[src/rtl/sv32_ptw.sv]
// Sv32 page table walker: one walk in flight, returns leaf PTE or page fault.
// Define SV32_PTW_SUPERPAGE_ALIGN_CHECK_EN to fault misaligned superpage leaves.
module sv32_ptw #(
    parameter int VPN_WIDTH  = 20,
    parameter int PPN_WIDTH  = 22,
    parameter int PA_WIDTH   = 34,
    parameter int ASID_WIDTH = 9
) (
    input  logic                  CLK,
    input  logic                  RST,
    input  logic [PPN_WIDTH-1:0]  satp_PPN,
    input  logic                  flush,
    input  logic                  req_valid,
    output logic                  req_ready,
    input  logic [VPN_WIDTH-1:0]  req_VPN,
    input  logic [ASID_WIDTH-1:0] req_ASID,
    output logic                  mem_req_valid,
    input  logic                  mem_req_ready,
    output logic [PA_WIDTH-1:0]   mem_req_PA,
    input  logic                  mem_resp_valid,
    input  logic [31:0]           mem_resp_PTE,
    output logic                  resp_valid,
    input  logic                  resp_ready,
    output logic [VPN_WIDTH-1:0]  resp_VPN,
    output logic [ASID_WIDTH-1:0] resp_ASID,
    output logic [31:0]           resp_PTE,
    output logic                  resp_superpage,
    output logic                  resp_page_fault
);

    localparam int VH = VPN_WIDTH / 2;

    typedef enum logic [2:0] {
        IDLE, L1_REQ, L1_WAIT, L0_REQ, L0_WAIT, RESP, DRAIN
    } state_e;

    state_e                state_q, state_d;
    logic [VPN_WIDTH-1:0]  vpn_q, vpn_d;
    logic [ASID_WIDTH-1:0] asid_q, asid_d;
    logic [PA_WIDTH-1:0]   pa_q, pa_d;
    logic [31:0]           pte_q, pte_d;
    logic                  sp_q, sp_d;
    logic                  pf_q, pf_d;

    logic pte_bad, pte_leaf, sp_misalign, at_l1;

    assign pte_bad  = !mem_resp_PTE[0] || (mem_resp_PTE[2] && !mem_resp_PTE[1]);
    assign pte_leaf = mem_resp_PTE[1] || mem_resp_PTE[3];
    assign at_l1    = (state_q == L1_WAIT);

`ifdef SV32_PTW_SUPERPAGE_ALIGN_CHECK_EN
    assign sp_misalign = |mem_resp_PTE[19:10];
`else
    assign sp_misalign = 1'b0;
`endif

    // RST gates ready so nothing is accepted while reset is held
    assign req_ready     = (state_q == IDLE) && !flush && !RST;
    assign mem_req_valid = ((state_q == L1_REQ) || (state_q == L0_REQ)) && !flush;
    assign resp_valid    = (state_q == RESP) && !flush;

    assign mem_req_PA      = pa_q;
    assign resp_VPN        = vpn_q;
    assign resp_ASID       = asid_q;
    assign resp_PTE        = pte_q;
    assign resp_superpage  = sp_q;
    assign resp_page_fault = pf_q;

    always_comb begin
        state_d = state_q;
        vpn_d   = vpn_q;
        asid_d  = asid_q;
        pa_d    = pa_q;
        pte_d   = pte_q;
        sp_d    = sp_q;
        pf_d    = pf_q;
        unique case (state_q)
            IDLE: begin
                if (req_valid && req_ready) begin
                    vpn_d   = req_VPN;
                    asid_d  = req_ASID;
                    pa_d    = {satp_PPN, req_VPN[VPN_WIDTH-1:VH], 2'b00};
                    state_d = L1_REQ;
                end
            end
            L1_REQ, L0_REQ: begin
                if (flush) begin
                    state_d = IDLE;
                end else if (mem_req_ready) begin
                    state_d = (state_q == L1_REQ) ? L1_WAIT : L0_WAIT;
                end
            end
            L1_WAIT, L0_WAIT: begin
                if (flush) begin
                    state_d = mem_resp_valid ? IDLE : DRAIN;
                end else if (mem_resp_valid) begin
                    state_d = RESP;
                    pte_d   = '0;
                    sp_d    = 1'b0;
                    pf_d    = 1'b1;
                    if (!pte_bad && pte_leaf) begin
                        if (!(at_l1 && sp_misalign)) begin
                            pte_d = mem_resp_PTE;
                            sp_d  = at_l1;
                            pf_d  = 1'b0;
                        end
                    end else if (!pte_bad && at_l1) begin
                        pa_d    = {mem_resp_PTE[31:10], vpn_q[VH-1:0], 2'b00};
                        state_d = L0_REQ;
                    end
                end
            end
            RESP: begin
                if (flush || resp_ready) begin
                    state_d = IDLE;
                end
            end
            DRAIN: begin
                if (mem_resp_valid) begin
                    state_d = IDLE;
                end
            end
            default: state_d = IDLE;
        endcase
    end

    always_ff @(posedge CLK or posedge RST) begin
        if (RST) begin
            state_q <= IDLE;
            vpn_q   <= '0;
            asid_q  <= '0;
            pa_q    <= '0;
            pte_q   <= '0;
            sp_q    <= 1'b0;
            pf_q    <= 1'b0;
        end else begin
            state_q <= state_d;
            vpn_q   <= vpn_d;
            asid_q  <= asid_d;
            pa_q    <= pa_d;
            pte_q   <= pte_d;
            sp_q    <= sp_d;
            pf_q    <= pf_d;
        end
    end

endmodule

[config.mk]
export PLATFORM = sky130hd
export DESIGN_NAME = sv32_ptw
export DESIGN_NICKNAME = d
export VERILOG_FILES = /design/src/rtl/sv32_ptw.sv
export SDC_FILE = /design/constraint.sdc
export NUM_CORES = 1
export LEC_CHECK = 0
export ABC_CLOCK_PERIOD_IN_PS = 5200
export CAP_MARGIN = 10
export CELL_PAD_IN_SITES_DETAIL_PLACEMENT = 0
export CELL_PAD_IN_SITES_GLOBAL_PLACEMENT = 2
export CORE_UTILIZATION = 27
export CTS_BUF_LIST = sky130_fd_sc_hd__clkbuf_4 sky130_fd_sc_hd__clkbuf_8
export CTS_CLUSTER_SIZE = 10
export DETAILED_ROUTE_END_ITERATION = 6
export PLACE_DENSITY = 0.88
export SLEW_MARGIN = 20
export SYNTH_ARGS = -nofsm -noshare
export SYNTH_HDL_FRONTEND = slang
export SYNTH_SLANG_ARGS = --single-unit
[constraint.sdc]
create_clock -name CLK -period 5.2 [get_ports CLK]
set_clock_uncertainty 0.15 [all_clocks]
set_input_delay 1.04 -clock CLK [delete_from_list [all_inputs] [get_ports CLK]]
set_output_delay 1.04 -clock CLK [all_outputs]
set_load 0.01 [all_outputs]
# --- Word-level counts from Yosys, hierarchy flattened ---
# Cells that the tools add are included.
totals:
  out_inout_bits: 100
  ff_bits: 100
  word_cells: 69
op_classes:
  n_mux: 21
  n_reduce_logical: 25
  eq_ne: 15
  bitwise: 1
op_table:
  columns: ["op", "n"]
  rows:
  - ["34-bit two-way mux", 5]
  - ["34-bit case mux with 2 select lines", 1]
  - ["3-bit two-way mux", 11]
  - ["32-bit two-way mux", 1]
  - ["3-bit case mux with 5 select lines", 1]
  - ["2-bit != test (second input constant)", 5]
  - ["3-bit == test (second input constant)", 3]
  - ["1-bit logical AND", 8]
  - ["3-bit by 2-bit == test with 1-bit output (second input constant)", 2]
  - ["3-bit != test (second input constant)", 2]
  - ["6-bit AND reduction", 1]
  - ["1-bit logical NOT", 5]
  - ["5-bit AND reduction", 1]
  - ["1-bit logical OR", 4]
  - ["2-bit by 1-bit != test with 1-bit output (second input constant)", 2]
  - ["2-bit OR reduction", 2]
  - ["3-bit by 1-bit == test with 1-bit output (second input constant)", 1]
  - ["3-bit logical NOT", 1]
  - ["3-bit AND reduction", 1]
  - ["1-bit two-way mux", 2]
  - ["2-bit AND reduction", 1]
  - ["2-bit nonzero test", 1]
  - ["1-bit inverter", 1]

# --- Longest topological paths before layout ---
# Gate-level depths: netlist of run 1.
logic_depth:
  depth_word: 10
  depth_mapped: 6
  mapped_depth_nobuf: 4

# --- Worst setup path before layout of run 1 ---
# OpenSTA, ideal clock, no wires.
synth_timing:
  path_type: "input-to-output"
  startpoint: "input port RST"
  endpoint: "output port req_ready"
  path_slack_ns: 0.454
  arrival_time_ns: 3.556
  stages: 2
  path_cell_list: "inv_1 > and3_1"
synth_between:
  elab_chain_len: 2
synth_lines:
  columns: ["element", "line_no", "source"]
  rows:
  - ["start: declaration", "10", "input logic RST,"]
  - ["1-bit logical NOT (no line)", null, null]
  - ["1-bit logical AND", "58", "assign req_ready = (state_q == IDLE) && !flush && !RST;"]
  - ["end: declaration", "14", "output logic req_ready,"]
# No other way between the ends.

# --- Worst setup path in the final report of run 1 ---
layout_timing:
  startpoint: "input port flush"
  endpoint: "output port resp_valid"
layout_between:
  elab_chain_len: 2
layout_lines:
  columns: ["element", "line_no", "source"]
  rows:
  - ["start: declaration", "12", "input logic flush,"]
  - ["1-bit logical NOT", "60", "assign resp_valid = (state_q == RESP) && !flush;"]
  - ["1-bit logical AND", "60", null]
  - ["end: declaration", "22", "output logic resp_valid,"]
# No other way between the ends.

==> flow_summary.json, run 1 <==
{
  "vias": 3341,
  "port_buffers": 187,
  "hold_depth": 1,
  "gp_congestion": 0.751,
  "antenna_found_initial": 0,
  "hp-start": "resp_VPN[12]$_DFFE_PP0P_",
  "clk_latency_ps": 370,
  "startpoint": "flush",
  "synthArstFlopShare_pct": 100,
  "ir_drop_mv": 0.200,
  "required_ps": 4010,
  "cts_tree": "yes",
  "yosysUniqueCellTypes": 38,
  "wirelength_um": 12000,
  "cts_buffer_depth": 2,
  "path_clk_slew_ps": 90,
  "fmax_ghz": 0.256,
  "holdPathEnd": "resp_VPN[12]$_DFFE_PP0P_",
  "rr_startpoint": "state_q[2]$_DFFE_PP0P_",
  "syn_area_per_cell_um2": 12.6,
  "status": "completed",
  "rows": 47,
  "grt_pass1_wl_um": 19000,
  "drv_cap": 0,
  "syn-cell-area_um2": 4550,
  "area_growth_syn_to_layout_pct": 50.2,
  "dieArea_um2": 17400,
  "reg2reg_to": "mem_req_PA[26]$_DFFE_PP0P_",
  "routedWlPerCell_um": 15.7,
  "min_period_over_period_pct": 75.2,
  "setup-tns-final_ps": 0,
  "fp.dieW_um": 132,
  "drc": 0,
  "synth-seq-area-share_pct": 53.9,
  "dp_hpwl_um": 8560,
  "p_leak_uw": 0.00289,
  "antennaDiodeCount": 0,
  "post_cts_buffers": 0,
  "synthCells": 360,
  "synth_edf_count": 0,
  "grt_pass1_vias": 3501,
  "fin_crit_ps": 3910,
  "numClockSinks": 98,
  "nets": 629,
  "hold_path_class": "register to register",
  "viasPerCell": 4.37,
  "cp_max_fo": 11,
  "path_cells": "clkdlybuf4s50_1 > nor2_1 > nand2_1 > nor2_1 > clkdlybuf4s50_1",
  "synth_ff_type": "dfrtp_1",
  "drtIter0Drc": 111,
  "antenna_left": 0,
  "cts_hold_buf": 0,
  "overflow": 0,
  "cts_resized": 0,
  "setup_viol": 0,
  "ys_ff_latch": 98,
  "fin_ws_ps": 1290,
  "io_pins": 190,
  "final_core_util_pct": 41.4,
  "yosysWarnings": 0,
  "reg2reg_setup_slack_ps": 2550,
  "rsz0062_at_grt": "no",
  "dpl_worst_slack_ps": 1300,
  "critPathMaxStageDelay_ps": 630,
  "hold_viol": 0,
  "powerDensity_nw_per_um2": 555,
  "slowest_stage": "clkdlybuf4s50_1",
  "die_h_um": 132,
  "grt_max_degree": 66,
  "slew_headroom_pct": 29.4,
  "dr.pass1.iters": 4,
  "core_area_um2": 16500,
  "grt_use_total_pct": 14.0,
  "ff2ff_path_depth": 4,
  "worstSetupPathType": "primary input to output port",
  "initial_utilization_pct": 27.5,
  "arrival_ps": 2720,
  "cts_made_buffers": 9,
  "tightest_slew_ps": 1060,
  "layout-drive-gt1-share_pct": 22.8,
  "crit_path_end_kind": "output port",
  "cts_htree_levels": 3,
  "cp-start-kind": "primary input",
  "cts-root-buf": "clkbuf_8",
  "slew_viol_final": 0
}
-- worst max path at each step --
stage / depth (start not counted) / end
global placement: 5 / resp_valid
detailed placement: 5 / resp_valid
global route: 5 / resp_valid
CTS: 5 / resp_valid
floorplan: 2 / req_ready
finish: 5 / resp_valid
-- layer usage --
layer	wire (um)	track usage (%)	share of wire [%]	vias to the layer above
li1	-	-	-	1592
met1	4990	16.4	42	1646
met2	6200	24.4	52	89
met3	574	3.54	4.8	14
met4	245	5.94	2.0	0
met5	0	0	0	-
-- cell usage in the layout (no fill, tap or decap), types with 2 or more instances in the layout --
cell type / Yosys / final
clkbuf_8: 0 / 11
nor2b_1: 2 / 2
clkdlybuf4s50_1: 0 / 187
clkbuf_4: 0 / 2
nor3b_1: 2 / 2
nand4_1: 3 / 3
mux2_4: 30 / 30
inv_1: 36 / 35
nor2_1: 7 / 6
conb_1: 1 / 2
o21ai_0: 35 / 35
mux2_1: 2 / 2
buf_4: 3 / 4
dfrtp_1: 98 / 98
mux2_2: 64 / 64
nor4bb_1: 2 / 2
nand3_1: 29 / 29
nand2_1: 3 / 3
nor2_4: 1 / 2
a21oi_1: 2 / 2
-- critical path: cells and delay by family --
family / cells / cell delay, ps
AND/OR/NAND/NOR: 3 / 510
buffers and inverters: 2 / 1170
-- cells in the mapped netlist, types with 2 or more instances --
cell       n  area [um2]
a21oi_1    2        10.0
buf_2     11        55.1
buf_4      3        22.5
buf_6      4        45.0
clkbuf_1   7        26.3
dfrtp_1   98        2450
inv_1     36         135
mux2_1     2        22.5
mux2_2    64         721
mux2_4    30         450
nand2_1    3        11.3
nand3_1   29         145
nand4_1    3        18.8
nor2_1     7        26.3
nor2b_1    2        12.5
nor3b_1    2        15.0
nor4bb_1   2        20.0
o21ai_0   35         175
-- logic make-up (layout without fill, tap and decap cells) --
kind of cell,after synthesis,after routing,share of synthesized area [%]
XOR/XNOR,1,1,0.192
other,1,2,0.0824
AO/OA/AOI/OAI,46,46,5.75
buffers and inverters,61,244,6.24
adder cells (fa/ha/maj),1,1,0.247
flip-flops,98,98,53.9
multiplexers,96,96,26.2
AND/OR/NAND/NOR,56,56,7.39
-- through the flow --
step	cell area, um2	hold WS (ps)	total power, uW	cells
after CTS	6840	363	3860	764
after global routing	6840	373	4020	764
after detailed placement	6620	342	3310	748
final	6840	360	3800	764
after global placement	6620	339	3270	748
after floorplan	4560	400	2320	361
-- state kept, by name, summed over array words and instances (netlist names) --
signal	flops
mem_req_PA	32
resp_ASID	9
resp_PTE	32
resp_VPN	20
resp_page_fault	1
resp_superpage	1
state_q	3
-- cell type report --
cell class	instances	area, um2
repair buffers	192	1920
clock inverters	3	46.3
clock buffers	13	166
flip-flops and latches	98	2450
fillers	1529	9690
well taps	220	275
inverters	36	138
multi-input cells	202	1840
-- where the power goes --
part	leakage (uW)	switching (uW)	internal (uW)
registers	0.00121	242	1120
logic	0.00157	726	1180
clock network	0.000107	269	262
Note: power is estimated with default switching activity, not from simulation.
==> run 2: changes to the inputs <==
--- a/config.mk
+++ b/config.mk
@@ -5,7 +5,7 @@
 export SDC_FILE = /design/constraint.sdc
 export NUM_CORES = 1
 export LEC_CHECK = 0
-export ABC_CLOCK_PERIOD_IN_PS = 5200
+export ABC_CLOCK_PERIOD_IN_PS = 3900
 export CAP_MARGIN = 10
 export CELL_PAD_IN_SITES_DETAIL_PLACEMENT = 0
 export CELL_PAD_IN_SITES_GLOBAL_PLACEMENT = 2
==> constraint.sdc (replaced) <==
create_clock -name CLK -period 3.9 [get_ports CLK]
set_clock_uncertainty 0.15 [all_clocks]
set_input_delay 0.78 -clock CLK [delete_from_list [all_inputs] [get_ports CLK]]
set_output_delay 0.78 -clock CLK [all_outputs]
set_load 0.01 [all_outputs]
==> run 2 against run 1 <==
Sequential power increased by 34%. Sequential share of layout area increased by 0.072 points. Die area unchanged. Routed wire length unchanged. Total power increased by 32%. Flip-flop and latch count unchanged. Core utilization decreased by 0.083 points. Hold slack got worse by 1.0 ps. Cell count increased by 0.52%. Critical path type unchanged. Critical endpoint unchanged. Largest cell class unchanged.
==> flow_summary.json, run 2 (synthesis gave the netlist of run 1 again) <==
{
  "combPwrFrac_pct": 50.9,
  "cts-root-buf": "clkbuf_8",
  "nets": 633,
  "path_clk_slew_ps": 90,
  "tightest_slew_ps": 822,
  "p_leak_uw": 0.00288,
  "internal_power_uw": 3330,
  "crit_path_end_kind": "output port",
  "antenna_left": 0,
  "dieArea_um2": 17400,
  "hold_path_class": "register to register",
  "grt_use_total_pct": 14.2,
  "drtIter0Drc": 77,
  "layout_commonest_cell": "clkdlybuf4s50_1",
  "min_period_over_period_pct": 80.9,
  "path_cells": "clkdlybuf4s50_1 > nor2_1 > nand2_1 > nor2_1 > clkdlybuf4s50_1",
  "cp_max_fo": 4,
  "fin_crit_ps": 3150,
  "slew_viol_final": 0,
  "die_h_um": 132,
  "slowest_stage": "clkdlybuf4s50_1",
  "grt_pass1_vias": 3616,
  "dp_hpwl_um": 8530,
  "cts_tree": "yes",
  "cts_hold_buf": 0,
  "hold_viol": 0,
  "total_power_uw": 4990,
  "core_area_um2": 16500,
  "routedWlPerCell_um": 15.6,
  "area_growth_syn_to_layout_pct": 49.9,
  "cp-start-kind": "primary input",
  "drv_cap": 0,
  "rows": 47,
  "slew_headroom_pct": 45.2,
  "overflow": 0,
  "cts_buffer_depth": 2,
  "antennaDiodeCount": 0,
  "dr.pass1.iters": 4,
  "worstSetupPathType": "primary input to output port",
  "fp.dieW_um": 132,
  "grt_pass1_wl_um": 19400,
  "p_switching_uw": 1660,
  "place_area_um2": 6640,
  "arrival_ps": 2220,
  "post_cts_buffers": 0,
  "ff2ff_path_depth": 5,
  "setup-tns-final_ps": 0,
  "clk_latency_ps": 370,
  "wl_met3_um": 465,
  "critPathMaxStageDelay_ps": 550,
  "viasPerCell": 4.44,
  "mostFrequentLayoutCells": "clkdlybuf4s50_1 (187), dfrtp_1 (98), mux2_2 (64), inv_1 (35), o21ai_0 (35)",
  "port_buffers": 187,
  "drc": 0,
  "numClockSinks": 98,
  "initial_utilization_pct": 27.5,
  "io_pins": 190,
  "layout-drive-gt1-share_pct": 23.4,
  "required_ps": 2970,
  "fmax_ghz": 0.317,
  "n_fill_cell": 1543,
  "final_core_util_pct": 41.3,
  "gp_congestion": 0.771,
  "antenna_found_initial": 0,
  "setup_viol": 0,
  "highest_layer": "met4",
  "cts_made_buffers": 9,
  "hold_depth": 1,
  "cts_resized": 0,
  "wirelength_um": 12000,
  "powerDensity_nw_per_um2": 732,
  "rsz0062_at_grt": "no",
  "p_seq_share_pct": 36.5,
  "clkPwrFrac_pct": 12.6,
  "vias": 3407,
  "grt_max_degree": 61,
  "swShare_pct": 33.3,
  "dr_wl_met2_um": 5870,
  "ir_drop_mv": 0.248,
  "wl_met1_um": 5330,
  "whs_ps": 359,
  "cts_htree_levels": 3,
  "fin_area_um2": 6820,
  "status": "completed"
}
==> run 2: worst paths after layout <==
check                                         startpoint                   endpoint  slack, ps
worst max-delay path                               flush                 resp_valid        750
worst min-delay path            resp_VPN[19]$_DFFE_PP0P_   resp_VPN[19]$_DFFE_PP0P_        360
worst max register to register    state_q[2]$_DFFE_PP0P_  mem_req_PA[2]$_DFFE_PP0P_       1210
worst min register to register  resp_VPN[19]$_DFFE_PP0P_   resp_VPN[19]$_DFFE_PP0P_        360
max in group asynchronous                            RST  mem_req_PA[3]$_DFFE_PP0P_       1620
min in group asynchronous                            RST    resp_PTE[1]$_DFFE_PP0P_        780
==> run 2: metal layers <==
layer	vias up	GRT usage [%]
li1	1597	-
met1	1685	17.2
met2	105	24.2
met3	20	2.38
met4	0	7.49
met5	-	0
==> run 2: worst max-delay path, delay by kind of cell <==
family	cells	cell delay, ps
AND/OR/NAND/NOR	3	480
buffers and inverters	2	970
==> run 2: power groups by stage <==
stage          combinational, uW  sequential, uW  clock [uW]
3_3_place_gp                2540            1830           0
3_5_place_dp                2580            1830           0
4_1_cts                     2590            1820         662
5_1_grt                     2710            1890         702
2_1_floorplan               1110            1990           0
6_report                    2540            1820         628
==> run 2: layout make-up <==
cell class | count | area, um2 | share of cell area (%)
Timing Repair Buffer | 196 | 1940 | 28.4
Clock inverter | 4 | 27.5 | 0.404
Multi-Input combinational cell | 202 | 1840 | 26.9
Clock buffer | 12 | 153 | 2.24
Inverter | 36 | 139 | 2.04
Tap cell | 220 | 275 | 4.04
Sequential cell | 98 | 2450 | 36.0
==> run 2: metrics by stage <==
step / setup slack, ps / instances
final: 746 / 768
after global routing: 655 / 768
after CTS: 765 / 768
after detailed placement: 771 / 752
after global placement: 799 / 752
after floorplan: 333 / 361
